**src/rtl/fma_issue_scheduler.sv**
```systemverilog
// Fixed-latency issue scheduler for one FMA slice: reserves writeback-port and shared-adder
// slots ahead of time, drives the early wakeup and drops reservations killed by a redirect.
module fma_issue_scheduler #(
    parameter int ROB_W        = 6,
    parameter int PREG_W       = 7,
    parameter int ADD_LAT      = 2,
    parameter int MUL_LAT      = 3,
    parameter int MADD_LAT     = 5,
    parameter int MADD_ADD_OFF = 3,
    parameter int WAKE_LEAD    = 1
) (
    input  logic              clk,
    input  logic              rst,
    input  logic              req_valid,
    input  logic [1:0]        req_op,
    input  logic [ROB_W-1:0]  req_rob_idx,
    input  logic [PREG_W-1:0] req_rd,
    output logic              req_ready,
    input  logic              redirect,
    input  logic [ROB_W-1:0]  redirect_idx,
    output logic              wakeup_en,
    output logic [PREG_W-1:0] wakeup_rd,
    output logic              busy,
    output logic [15:0]       conflict_cnt
);

    localparam int DEPTH = MADD_LAT;

    localparam logic [1:0] OpAdd  = 2'b00;
    localparam logic [1:0] OpMul  = 2'b01;
    localparam logic [1:0] OpMadd = 2'b10;

    logic [DEPTH-1:0]  wb_v_q, wb_v_d;
    logic [ROB_W-1:0]  wb_rob_q [DEPTH];
    logic [ROB_W-1:0]  wb_rob_d [DEPTH];
    logic [PREG_W-1:0] wb_rd_q  [DEPTH];
    logic [PREG_W-1:0] wb_rd_d  [DEPTH];
    logic [DEPTH-1:0]  add_v_q, add_v_d;
    logic [ROB_W-1:0]  add_rob_q [DEPTH];
    logic [ROB_W-1:0]  add_rob_d [DEPTH];
    logic [15:0]       cnt_q, cnt_d;

    logic [DEPTH-1:0]  wb_vm, add_vm;
    logic [DEPTH:0]    wb_vx, add_vx;
    logic              grant, fire;

    // Wrap flag in the MSB: a differing flag inverts the index comparison.
    function automatic logic younger(input logic [ROB_W-1:0] a, input logic [ROB_W-1:0] r);
        if (a[ROB_W-1] == r[ROB_W-1]) begin
            return a[ROB_W-2:0] > r[ROB_W-2:0];
        end
        return a[ROB_W-2:0] < r[ROB_W-2:0];
    endfunction

    always_comb begin
        for (int i = 0; i < DEPTH; i++) begin
            wb_vm[i]  = wb_v_q[i] & ~(redirect & younger(wb_rob_q[i], redirect_idx));
            add_vm[i] = add_v_q[i] & ~(redirect & younger(add_rob_q[i], redirect_idx));
        end
        // Extra always-free top slot so offsets equal to DEPTH read as free.
        wb_vx  = {1'b0, wb_vm};
        add_vx = {1'b0, add_vm};
    end

    always_comb begin
        grant = 1'b0;
        case (req_op)
            OpAdd:   grant = ~wb_vx[ADD_LAT] & ~add_vx[0];
            OpMul:   grant = ~wb_vx[MUL_LAT];
            OpMadd:  grant = ~wb_vx[MADD_LAT] & ~add_vx[MADD_ADD_OFF];
            default: grant = 1'b0;
        endcase
        if (redirect && younger(req_rob_idx, redirect_idx)) begin
            grant = 1'b0;
        end
        req_ready = grant & rst;
        fire      = req_valid & req_ready;
    end

    always_comb begin
        for (int i = 0; i < DEPTH - 1; i++) begin
            wb_v_d[i]    = wb_vm[i+1];
            wb_rob_d[i]  = wb_rob_q[i+1];
            wb_rd_d[i]   = wb_rd_q[i+1];
            add_v_d[i]   = add_vm[i+1];
            add_rob_d[i] = add_rob_q[i+1];
        end
        wb_v_d[DEPTH-1]    = 1'b0;
        wb_rob_d[DEPTH-1]  = '0;
        wb_rd_d[DEPTH-1]   = '0;
        add_v_d[DEPTH-1]   = 1'b0;
        add_rob_d[DEPTH-1] = '0;
        if (fire) begin
            case (req_op)
                OpAdd: begin
                    wb_v_d[ADD_LAT-1]   = 1'b1;
                    wb_rob_d[ADD_LAT-1] = req_rob_idx;
                    wb_rd_d[ADD_LAT-1]  = req_rd;
                end
                OpMul: begin
                    wb_v_d[MUL_LAT-1]   = 1'b1;
                    wb_rob_d[MUL_LAT-1] = req_rob_idx;
                    wb_rd_d[MUL_LAT-1]  = req_rd;
                end
                OpMadd: begin
                    wb_v_d[MADD_LAT-1]          = 1'b1;
                    wb_rob_d[MADD_LAT-1]        = req_rob_idx;
                    wb_rd_d[MADD_LAT-1]         = req_rd;
                    add_v_d[MADD_ADD_OFF-1]     = 1'b1;
                    add_rob_d[MADD_ADD_OFF-1]   = req_rob_idx;
                end
                default: ;
            endcase
        end
    end

    always_comb begin
        wakeup_en = wb_vm[WAKE_LEAD];
        wakeup_rd = wb_vm[WAKE_LEAD] ? wb_rd_q[WAKE_LEAD] : '0;
        if (ADD_LAT == WAKE_LEAD && fire && req_op == OpAdd) begin
            wakeup_en = 1'b1;
            wakeup_rd = req_rd;
        end
        busy = |wb_vm;
    end

    always_comb begin
        cnt_d = cnt_q;
        if (req_valid && !req_ready && cnt_q != 16'hFFFF) begin
            cnt_d = cnt_q + 16'd1;
        end
    end

    assign conflict_cnt = cnt_q;

    always_ff @(posedge clk or negedge rst) begin
        if (!rst) begin
            wb_v_q  <= '0;
            add_v_q <= '0;
            cnt_q   <= '0;
            for (int i = 0; i < DEPTH; i++) begin
                wb_rob_q[i]  <= '0;
                wb_rd_q[i]   <= '0;
                add_rob_q[i] <= '0;
            end
        end else begin
            wb_v_q  <= wb_v_d;
            add_v_q <= add_v_d;
            cnt_q   <= cnt_d;
            for (int i = 0; i < DEPTH; i++) begin
                wb_rob_q[i]  <= wb_rob_d[i];
                wb_rd_q[i]   <= wb_rd_d[i];
                add_rob_q[i] <= add_rob_d[i];
            end
        end
    end

endmodule

```
**config.mk**
```make
export PLATFORM = sky130hd
export DESIGN_NAME = fma_issue_scheduler
export DESIGN_NICKNAME = d
export VERILOG_FILES = /design/src/rtl/fma_issue_scheduler.sv
export SDC_FILE = /design/constraint.sdc
export NUM_CORES = 1
export LEC_CHECK = 0
export BUFFER_PORTS_ARGS = -buffer_cell sky130_fd_sc_hd__buf_4
export CAP_MARGIN = 20
export CORE_UTILIZATION = 38
export DETAILED_ROUTE_END_ITERATION = 6
export SYNTH_ARGS = -nofsm -noshare
export SYNTH_HDL_FRONTEND = slang
export SYNTH_SLANG_ARGS = --single-unit
```
**constraint.sdc**
```tcl
create_clock -name clk -period 3.65 [get_ports clk]
set_input_delay 0.1825 -clock clk [delete_from_list [all_inputs] [get_ports clk]]
set_output_delay 0.1825 -clock clk [all_outputs]
set_load 0.02 [all_outputs]
```
; Yosys cells after proc, flatten, opt, wreduce, memory -nomap -nowiden
; Cells that the tools add are included.
[classes]
muxes = 39
shift = 0
magnitude_cmp = 14
n_bitwise = 26
n_reduce_logical = 6
n_eq_ne = 10
multipliers = 0
div_mod_pow = 0
n_addsub = 1
[op_table]
columns = operator, n
row1 = 5-bit > comparator, 7
row2 = 5-bit < comparator, 7
row3 = 7-bit two-way mux, 5
row4 = 1-bit two-way mux, 26
row5 = 6-bit two-way mux, 4
row6 = 1-bit AND, 17
row7 = "16-bit by 1-bit adder with 16-bit output, second input constant", 1
row8 = "16-bit inequality test, second input constant", 1
row9 = 14-bit two-way mux, 1
row10 = 12-bit two-way mux, 1
row11 = 1-bit NOT, 9
row12 = 1-bit == test, 7
row13 = 5-bit OR reduction, 1
row14 = 1-bit logical AND, 3
row15 = 1-bit case mux with 3 select lines, 1
row16 = "2-bit by 1-bit == test with 1-bit output, second input constant", 1
row17 = "2-bit == test, second input constant", 1
row18 = 2-bit zero test, 1
row19 = 2-bit two-way mux, 1
row20 = 1-bit zero test, 1
[word_totals]
reg_bits = 88
ramBits = 0
in_bits = 25
word_cells = 109
memories = 0
output_inout_bits = 26
latchBits = 0
romBits = 0

; Longest topological paths before layout
; Gate-level depths: netlist of the first run.
[logic_depth]
depth_word = 14
mapped_depth = 12
mapped_depth_nobuf = 10

; Worst setup path before layout of the first run
; No wires, ideal clock.
[synth_path]
kind = reg2reg
startpoint = reg add_rob_q[26] (netlist bit)
endpoint = reg wb_rd_q (netlist bit wb_rd_d[33])
arrival_time_ns = 2.545
synth_period_minus_slack_ns = 2.669
n_path_buf = 2
setup_slack_ns = 0.981
setup_ns = 0.125
required_ns = 3.525
path_stages_with_launch = 12
cell_sequence = dfrtp_1 > ha_1 > a21oi_1 > o21ai_0 > a21oi_1 > o221a_2 > o31a_2 > nor2_4 > and3_1 > buf_4 > buf_6 > mux2_2
[synth_lines]
columns = item, line_no
row1 = start: declaration, 39  ; logic [ROB_W-1:0] add_rob_q [DEPTH];
row2 = start signal: indexed assignment, 153  ; add_rob_q[i] <= add_rob_d[i];
row3 = end signal: indexed assignment, 152  ; wb_rd_q[i] <= wb_rd_d[i];
row4 = end: declaration, 36  ; logic [PREG_W-1:0] wb_rd_q [DEPTH];

; Worst setup path after layout of the first run
[layout_path]
startpoint = reg wb_rob_q (netlist bit wb_rob_d[25])
endpoint = out busy
[layout_via]
elab_chain_cells = 7
elab_cells_between_ends = 8
cone_classes = order compare: 2 / mux: 2 / bitwise: 3 / reduce/logical: 1
[layout_rtl]
columns = item, line_no
row1 = start: declaration, 34  ; logic [ROB_W-1:0] wb_rob_q [DEPTH];
row2 = start signal: indexed assignment, 151  ; wb_rob_q[i] <= wb_rob_d[i];
row3 = 5-bit > comparator, 50  ; return a[ROB_W-2:0] > r[ROB_W-2:0];
row4 = 1-bit two-way mux, 49  ; if (a[ROB_W-1] == r[ROB_W-1]) begin
row5 = 1-bit two-way mux *, 52  ; return a[ROB_W-2:0] < r[ROB_W-2:0];
row6 = 1-bit AND *, 57  ; wb_vm[i] = wb_v_q[i] & ~(redirect & younger(wb_rob_q[i], redirect_idx));
row7 = 1-bit NOT *, 57
row8 = 1-bit AND *, 57
row9 = 5-bit OR reduction *, 124  ; busy = |wb_vm;
row10 = end: declaration, 23  ; output logic busy,
; Every way passes the cells marked *; elsewhere a longest branch is shown, timed or not. The select of a mux whose other input is x is not followed.

==> results of run 1 <==
## per-stage QoR
stage	hold slack [ps]	cells	area, um2
floorplan	-113	345	4130
global placement	88.4	528	4640
detailed placement	88.9	528	4640
CTS	33.5	545	4830
global route	35.3	545	4830
finish	45.0	545	4830
## worst max-delay path by stage
stage	start	end	depth (start not counted)
6_report	wb_rob_d[25]$_DFF_PN0_	busy	10
5_1_grt	wb_rob_d[25]$_DFF_PN0_	busy	10
4_1_cts	wb_rob_d[25]$_DFF_PN0_	busy	10
3_5_place_dp	redirect_idx[3]	wb_rd_q[15]$_DFF_PN0_	10
3_3_place_gp	redirect_idx[3]	wb_rd_q[17]$_DFF_PN0_	10
2_1_floorplan	add_rob_q[26]$_DFF_PN0_	wb_rd_d[33]$_DFF_PN0_	11
## cell usage after synthesis, types with 4 or more instances
| cell | instances |
|---|---|
| dfrtp_1 | 86 |
| and2_1 | 20 |
| mux2i_1 | 5 |
| xor2_1 | 12 |
| mux2_2 | 17 |
| and3_1 | 7 |
| o21ai_0 | 11 |
| nor2_1 | 15 |
| mux2_4 | 7 |
| nor2b_1 | 4 |
| nand4_1 | 5 |
| nand3_1 | 13 |
| ha_1 | 36 |
| nor3_1 | 8 |
| nand2_1 | 22 |
| inv_1 | 17 |
| a21oi_1 | 10 |
| xnor2_1 | 7 |
## critical path, delay by kind of cell (launching register included)
kind / cells / cell delay [ps]
multiplexers: 1 / 290
AO/OA/AOI/OAI: 4 / 740
buffers and inverters: 1 / 180
adder cells (fa/ha/maj): 1 / 290
AND/OR/NAND/NOR: 3 / 790
flip-flops: 1 / 400
## metal layers
layer	vias up	global-route usage (%)	wire length, um
met5	-	0	0
met4	0	5.65	112
met3	9	3.07	364
met2	52	24.4	3760
met1	1285	21.7	3850
li1	1309	-	-
## sequential cells by signal (all words and copies together), names as in the netlist
| register | flops |
|---|---|
| wb_rd_q | 14 |
| add_v_q | 2 |
| conflict_cnt | 16 |
| add_rob_q | 6 |
| wb_rd_d | 14 |
| wb_rob_d | 6 |
| wb_rob_q | 12 |
| wb_v_q | 4 |
| add_rob_d | 12 |
## where the power goes
part	internal, W	switching [W]
registers	0.00100	0.0000533
clock network	0.000255	0.000359
logic	0.000149	0.000182
total	0.00141	0.000594
## final cells by class
| class | count | area (um2) | area share, % |
|---|---|---|---|
| clock buffer | 9 | 124 | 2.57 |
| inverter | 17 | 63.8 | 1.32 |
| timing repair buffer | 56 | 423 | 8.76 |
| sequential | 86 | 2150 | 44.6 |
| tap | 136 | 170 | 3.53 |
| multi-input combinational | 234 | 1840 | 38.1 |
| clock inverter | 7 | 56.3 | 1.17 |
## cells by family after synthesis
group           count (synthesis)
simple gates                  105
flops                          86
compound gates                 41
fa+ha+maj                      36
mux                            32
buf+inv                        25
xor+xnor                       20
==> flow_metrics.py, run 1 <==
metrics = {
    "status": {
        "status": "finished clean",
    },
    "hold_path": {
        "holdCritPathClass": "input port to register",
        "hold_path_end": "wb_rd_d[11]$_DFF_PN0_",
        "hold_path_depth": 2,
        "min_from": "req_rd[4]",
    },
    "clock_network": {
        "clockRootBuffer": "clkbuf_8",
        "numCtsBuffers": 9,
        "clkTransAtPathRegs_ps": 90,
        "cts_sinks": 86,
        "holdBufCountCts": 1,
        "clk_path_buf_depth": 2,
        "cts_resized": 0,
        "cts_tree": "done",
        "clk_latency_ps": 360,
        "htree_levels": 3,
        "post_cts.repair.setup_buffers": 0,
    },
    "setup_path": {
        "crit_fanout": 10,
        "reg2reg_from": "add_rob_d[27]$_DFF_PN0_",
        "worst-r2r-setup-slack_ps": 700,
        "cp.required_ps": 3470,
        "cpPeakStageDelay_ps": 580,
        "start_kind": "register",
        "worstPathCellList": "ha_1 > nor2b_1 > o21a_1 > o21ai_0 > nand2b_1 > a21oi_1 > mux2i_1 > a21boi_1 > or4_1 > buf_4",
        "critical_path.slowest_cell": "or4_1",
        "crit_type": "register to output port",
        "worstPathArrival_ps": 3050,
        "rr_endpoint": "wb_rd_q[15]$_DFF_PN0_",
        "crit_path_end_kind": "output port",
        "r2r_cells": 8,
    },
    "synth": {
        "synth.net_count": 406,
        "synthXorXnorAreaFrac_pct": 4.43,
        "synth_fa_ha_area_share_pct": 10.9,
        "synth_area_um2": 4130,
        "syn_area_per_cell_um2": 12.0,
        "synth_ff_type": "dfrtp_1",
        "yosysWarnings": 0,
        "synth_top_area_share_pct": 52.2,
        "synth_top_family_by_area": "simple AND/OR/NAND/NOR gates",
        "synthSimpleGateAreaFrac_pct": 13.3,
        "synth_compound_area_share_pct": 6.67,
        "synth_top_area_cell": "dfrtp_1",
        "netlist_instances": 345,
        "synthMuxAreaShare_pct": 9.22,
        "synthTopCellsByArea": "dfrtp_1 52%, ha_1 11%, mux2_2 4.6%",
        "ys_seq_area_share_pct": 52.2,
        "synth-seq-cells": 86,
        "async_flop_share_pct": 100,
        "synth-edff-count": 0,
        "ys_types": 48,
    },
    "sta": {
        "final.setup.tns_ps": 0,
        "tightest_slew_ps": 816,
        "fin_crit_sh_pct": 88.6,
        "rsz0062_at_grt": "false",
        "hold_viol_final": 0,
        "timing.fmax_mhz": 309,
        "min_period_ps": 3230,
        "fin_ws_ps": 416,
        "fin_skew_ps": 13.4,
        "finalMaxSlewViolations": 0,
        "maxSlewHeadroom_pct": 45.6,
        "setup_viol": 0,
    },
    "routing": {
        "drt-wirelength-per-cell_um": 14.8,
        "dr.pass1.iters": 5,
        "antenna_left": 0,
        "drc_errors": 0,
        "totalWireLength_um": 8090,
        "vias_per_cell": 4.87,
        "drt_iter0_markers": 81,
        "vias": 2655,
    },
    "global_route": {
        "track_usage_pct": 15.7,
        "grt_pass1_vias": 2691,
        "grt_max_degree": 67,
        "grt_pass1_wl_um": 13600,
        "overflow": 0,
        "antenna_found_initial": 0,
    },
    "cells_and_area": {
        "n_fill_cell": 982,
        "layout_common_cells": "86 x dfrtp_1, 55 x buf_4, 36 x ha_1, 22 x nand2_1, 20 x and2_1",
        "utilization_pct": 46.3,
        "syn_to_final_growth_pct": 16.9,
        "nNetsFinal": 465,
        "final_common_cell": "dfrtp_1",
        "drive_gt1_share_pct": 25.4,
        "num_antenna_cells": 0,
    },
    "pwr": {
        "power_density_nw_per_um2": 415,
        "p_leak_nw": 2.57,
        "power_w": 0.00200,
        "ir_worst_vdd_uv": 327,
    },
    "floorplanning": {
        "start_util_pct": 39.6,
        "io_pins": 51,
        "die_h_um": 106,
        "core_area_um2": 10400,
        "die_area_um2": 11300,
        "rows": 37,
        "fp.dieW_um": 106,
    },
    "placed_design": {
        "gp_congestion": 0.781,
        "dp_hpwl_um": 5900,
        "place_ws_ps": 565,
        "port-buffer-count": 50,
    },
    "job": {
        "maxCapViolations": 0,
    },
}
Power figures use the tool's default switching activity.
==> run 2, diff against run 1 <==
--- a/config.mk
+++ b/config.mk
@@ -8,3 +8,2 @@
 export BUFFER_PORTS_ARGS = -buffer_cell sky130_fd_sc_hd__buf_4
-export CAP_MARGIN = 20
 export CORE_UTILIZATION = 38
--- a/constraint.sdc
+++ b/constraint.sdc
@@ -3,2 +3,2 @@
 set_output_delay 0.1825 -clock clk [all_outputs]
-set_load 0.02 [all_outputs]
+set_load 0.05 [all_outputs]
==> run 2 against run 1 <==
Against the previous run: count of clock-buffer cells in the layout unchanged; cell count decreased by 0.18%; fmax decreased by 1.7%; via count increased by 1.4%; critical path depth unchanged; total power increased by 12%; sequential share of layout area decreased by 0.33 points; register-to-register slack about the same; critical endpoint unchanged; first-iteration DRC count increased by 67%; sequential power about the same; clock power increased by 23%.
==> flow_metrics.py, run 2 (same netlist as run 1, synthesis figures left out) <==
metrics = {
    "status": {
        "status": "finished clean",
    },
    "cells_and_area": {
        "layout_common_cells": "86 x dfrtp_1, 55 x buf_4, 36 x ha_1, 22 x nand2_1, 20 x and2_1",
        "drive_gt1_share_pct": 25.5,
        "largest_register_ff_count": 16,
        "n_fill_cell": 993,
        "regArea_um2": 2150,
        "final_cells": 544,
        "nNetsFinal": 464,
        "multi_input_area_um2": 1840,
        "utilization_pct": 46.7,
        "syn_to_final_growth_pct": 17.8,
        "num_antenna_cells": 0,
        "final_common_cell": "dfrtp_1",
    },
    "clock_network": {
        "cts_tree": "done",
        "clkTransAtPathRegs_ps": 90,
        "numCtsBuffers": 9,
        "htree_levels": 3,
        "post_cts.repair.setup_buffers": 0,
        "clk_latency_ps": 350,
        "clockRootBuffer": "clkbuf_8",
        "cts_resized": 0,
        "clk_path_buf_depth": 2,
        "holdBufCountCts": 0,
        "cts_sinks": 86,
    },
    "global_route": {
        "grt_pass1_wl_um": 13500,
        "track_usage_pct": 15.6,
        "grt_pass1_vias": 2717,
        "antenna_found_initial": 0,
        "grt_max_degree": 87,
        "overflow": 0,
    },
    "sta": {
        "min_period_ps": 3290,
        "fin_ws_ps": 361,
        "timing.fmax_mhz": 304,
        "final.setup.tns_ps": 0,
        "rsz0062_at_grt": "false",
        "fin_crit_sh_pct": 90.1,
        "hold_viol_final": 0,
        "tightest_slew_ps": 1060,
        "finalMaxSlewViolations": 0,
        "fin_skew_ps": 13.3,
        "setup_viol": 0,
        "maxSlewHeadroom_pct": 29.3,
    },
    "routing": {
        "drc_errors": 0,
        "totalWireLength_um": 8300,
        "drt_iter0_markers": 135,
        "vias": 2692,
        "drt-wirelength-per-cell_um": 15.3,
        "vias_per_cell": 4.95,
        "antenna_left": 0,
        "dr.pass1.iters": 4,
    },
    "pwr": {
        "ir_worst_vdd_uv": 577,
        "p_leak_nw": 2.59,
        "power_density_nw_per_um2": 460,
    },
    "setup_path": {
        "cp.required_ps": 3470,
        "crit_type": "register to output port",
        "r2r_cells": 10,
        "worstPathArrival_ps": 3110,
        "crit_path_end_kind": "output port",
        "crit_fanout": 10,
        "start_kind": "register",
    },
    "floorplanning": {
        "fp.dieW_um": 106,
        "start_util_pct": 39.6,
        "rows": 37,
        "die_h_um": 106,
        "io_pins": 51,
        "core_area_um2": 10400,
        "die_area_um2": 11300,
    },
    "placed_design": {
        "place_ws_ps": 552,
        "gp_congestion": 0.759,
        "dp_hpwl_um": 6050,
        "dp_cells": 528,
        "port-buffer-count": 50,
    },
    "hold_path": {
        "holdCritPathClass": "input port to register",
        "hold_path_depth": 2,
    },
    "job": {
        "maxCapViolations": 0,
    },
}
[run 2: cell count changes in the layout (fill, tap and decap cells not counted)]
cell,previous run,this run
dlygate4sd3_1,1,0
bufinv_16,0,2
clkinv_2,1,0
clkinv_4,2,1
[run 2: area by class of cell]
class	count	area share [%]
repair buffers	55	8.49
multi-input cells	234	37.8
well taps	136	3.50
clock inverters	7	2.11
inverters	17	1.31
flip-flops and latches	86	44.3
clock buffers	9	2.55
[run 2: layer usage]
metal  up-vias  wire length (um)  GRT usage, %
met4         0                71          5.95
li1       1302                 -             -
met5         -                 0             0
met1      1330              3940          21.3
met3         6               386          3.07
met2        54              3910          24.3
[run 2: final timing paths]
check	from	end	slack, ps
hold / removal	req_rd[6]	wb_rd_d[13]$_DFF_PN0_	50
min in group asynchronous	rst	conflict_cnt[2]$_DFFE_PN0P_	140
setup reg to reg	add_rob_q[26]$_DFF_PN0_	wb_rd_d[29]$_DFF_PN0_	700
max in group asynchronous	rst	wb_rob_d[24]$_DFF_PN0_	2860
hold reg to reg	wb_rd_d[8]$_DFF_PN0_	wb_rd_q[8]$_DFF_PN0_	350
setup / recovery	wb_rob_d[25]$_DFF_PN0_	busy	360
[run 2: power breakdown]
part	switching (W)	internal (W)
logic	0.000269	0.000151
registers	0.0000536	0.00100
clock network	0.000364	0.000394
[run 2: worst max-delay path: stages (launching register included)]
cell and delay [ps]:
dfrtp_1 390, ha_1 290, nor2b_1 140, o21a_1 170
o21ai_0 150, nand2b_1 80, a21oi_1 190, mux2i_1 290
a21boi_1 250, or4_1 590, buf_4 210
[run 2: metrics by stage]
| stage | hold slack [ps] | instance area, um2 | total power, W |
|---|---|---|---|
| after global placement | 331 | 4640 | 0.00149 |
| after global routing | 40.0 | 4860 | 0.00233 |
| after CTS | 38.3 | 4860 | 0.00226 |
| final | 48.0 | 4860 | 0.00223 |
| after floorplan | -113 | 4130 | 0.00134 |
| after detailed placement | 336 | 4640 | 0.00150 |
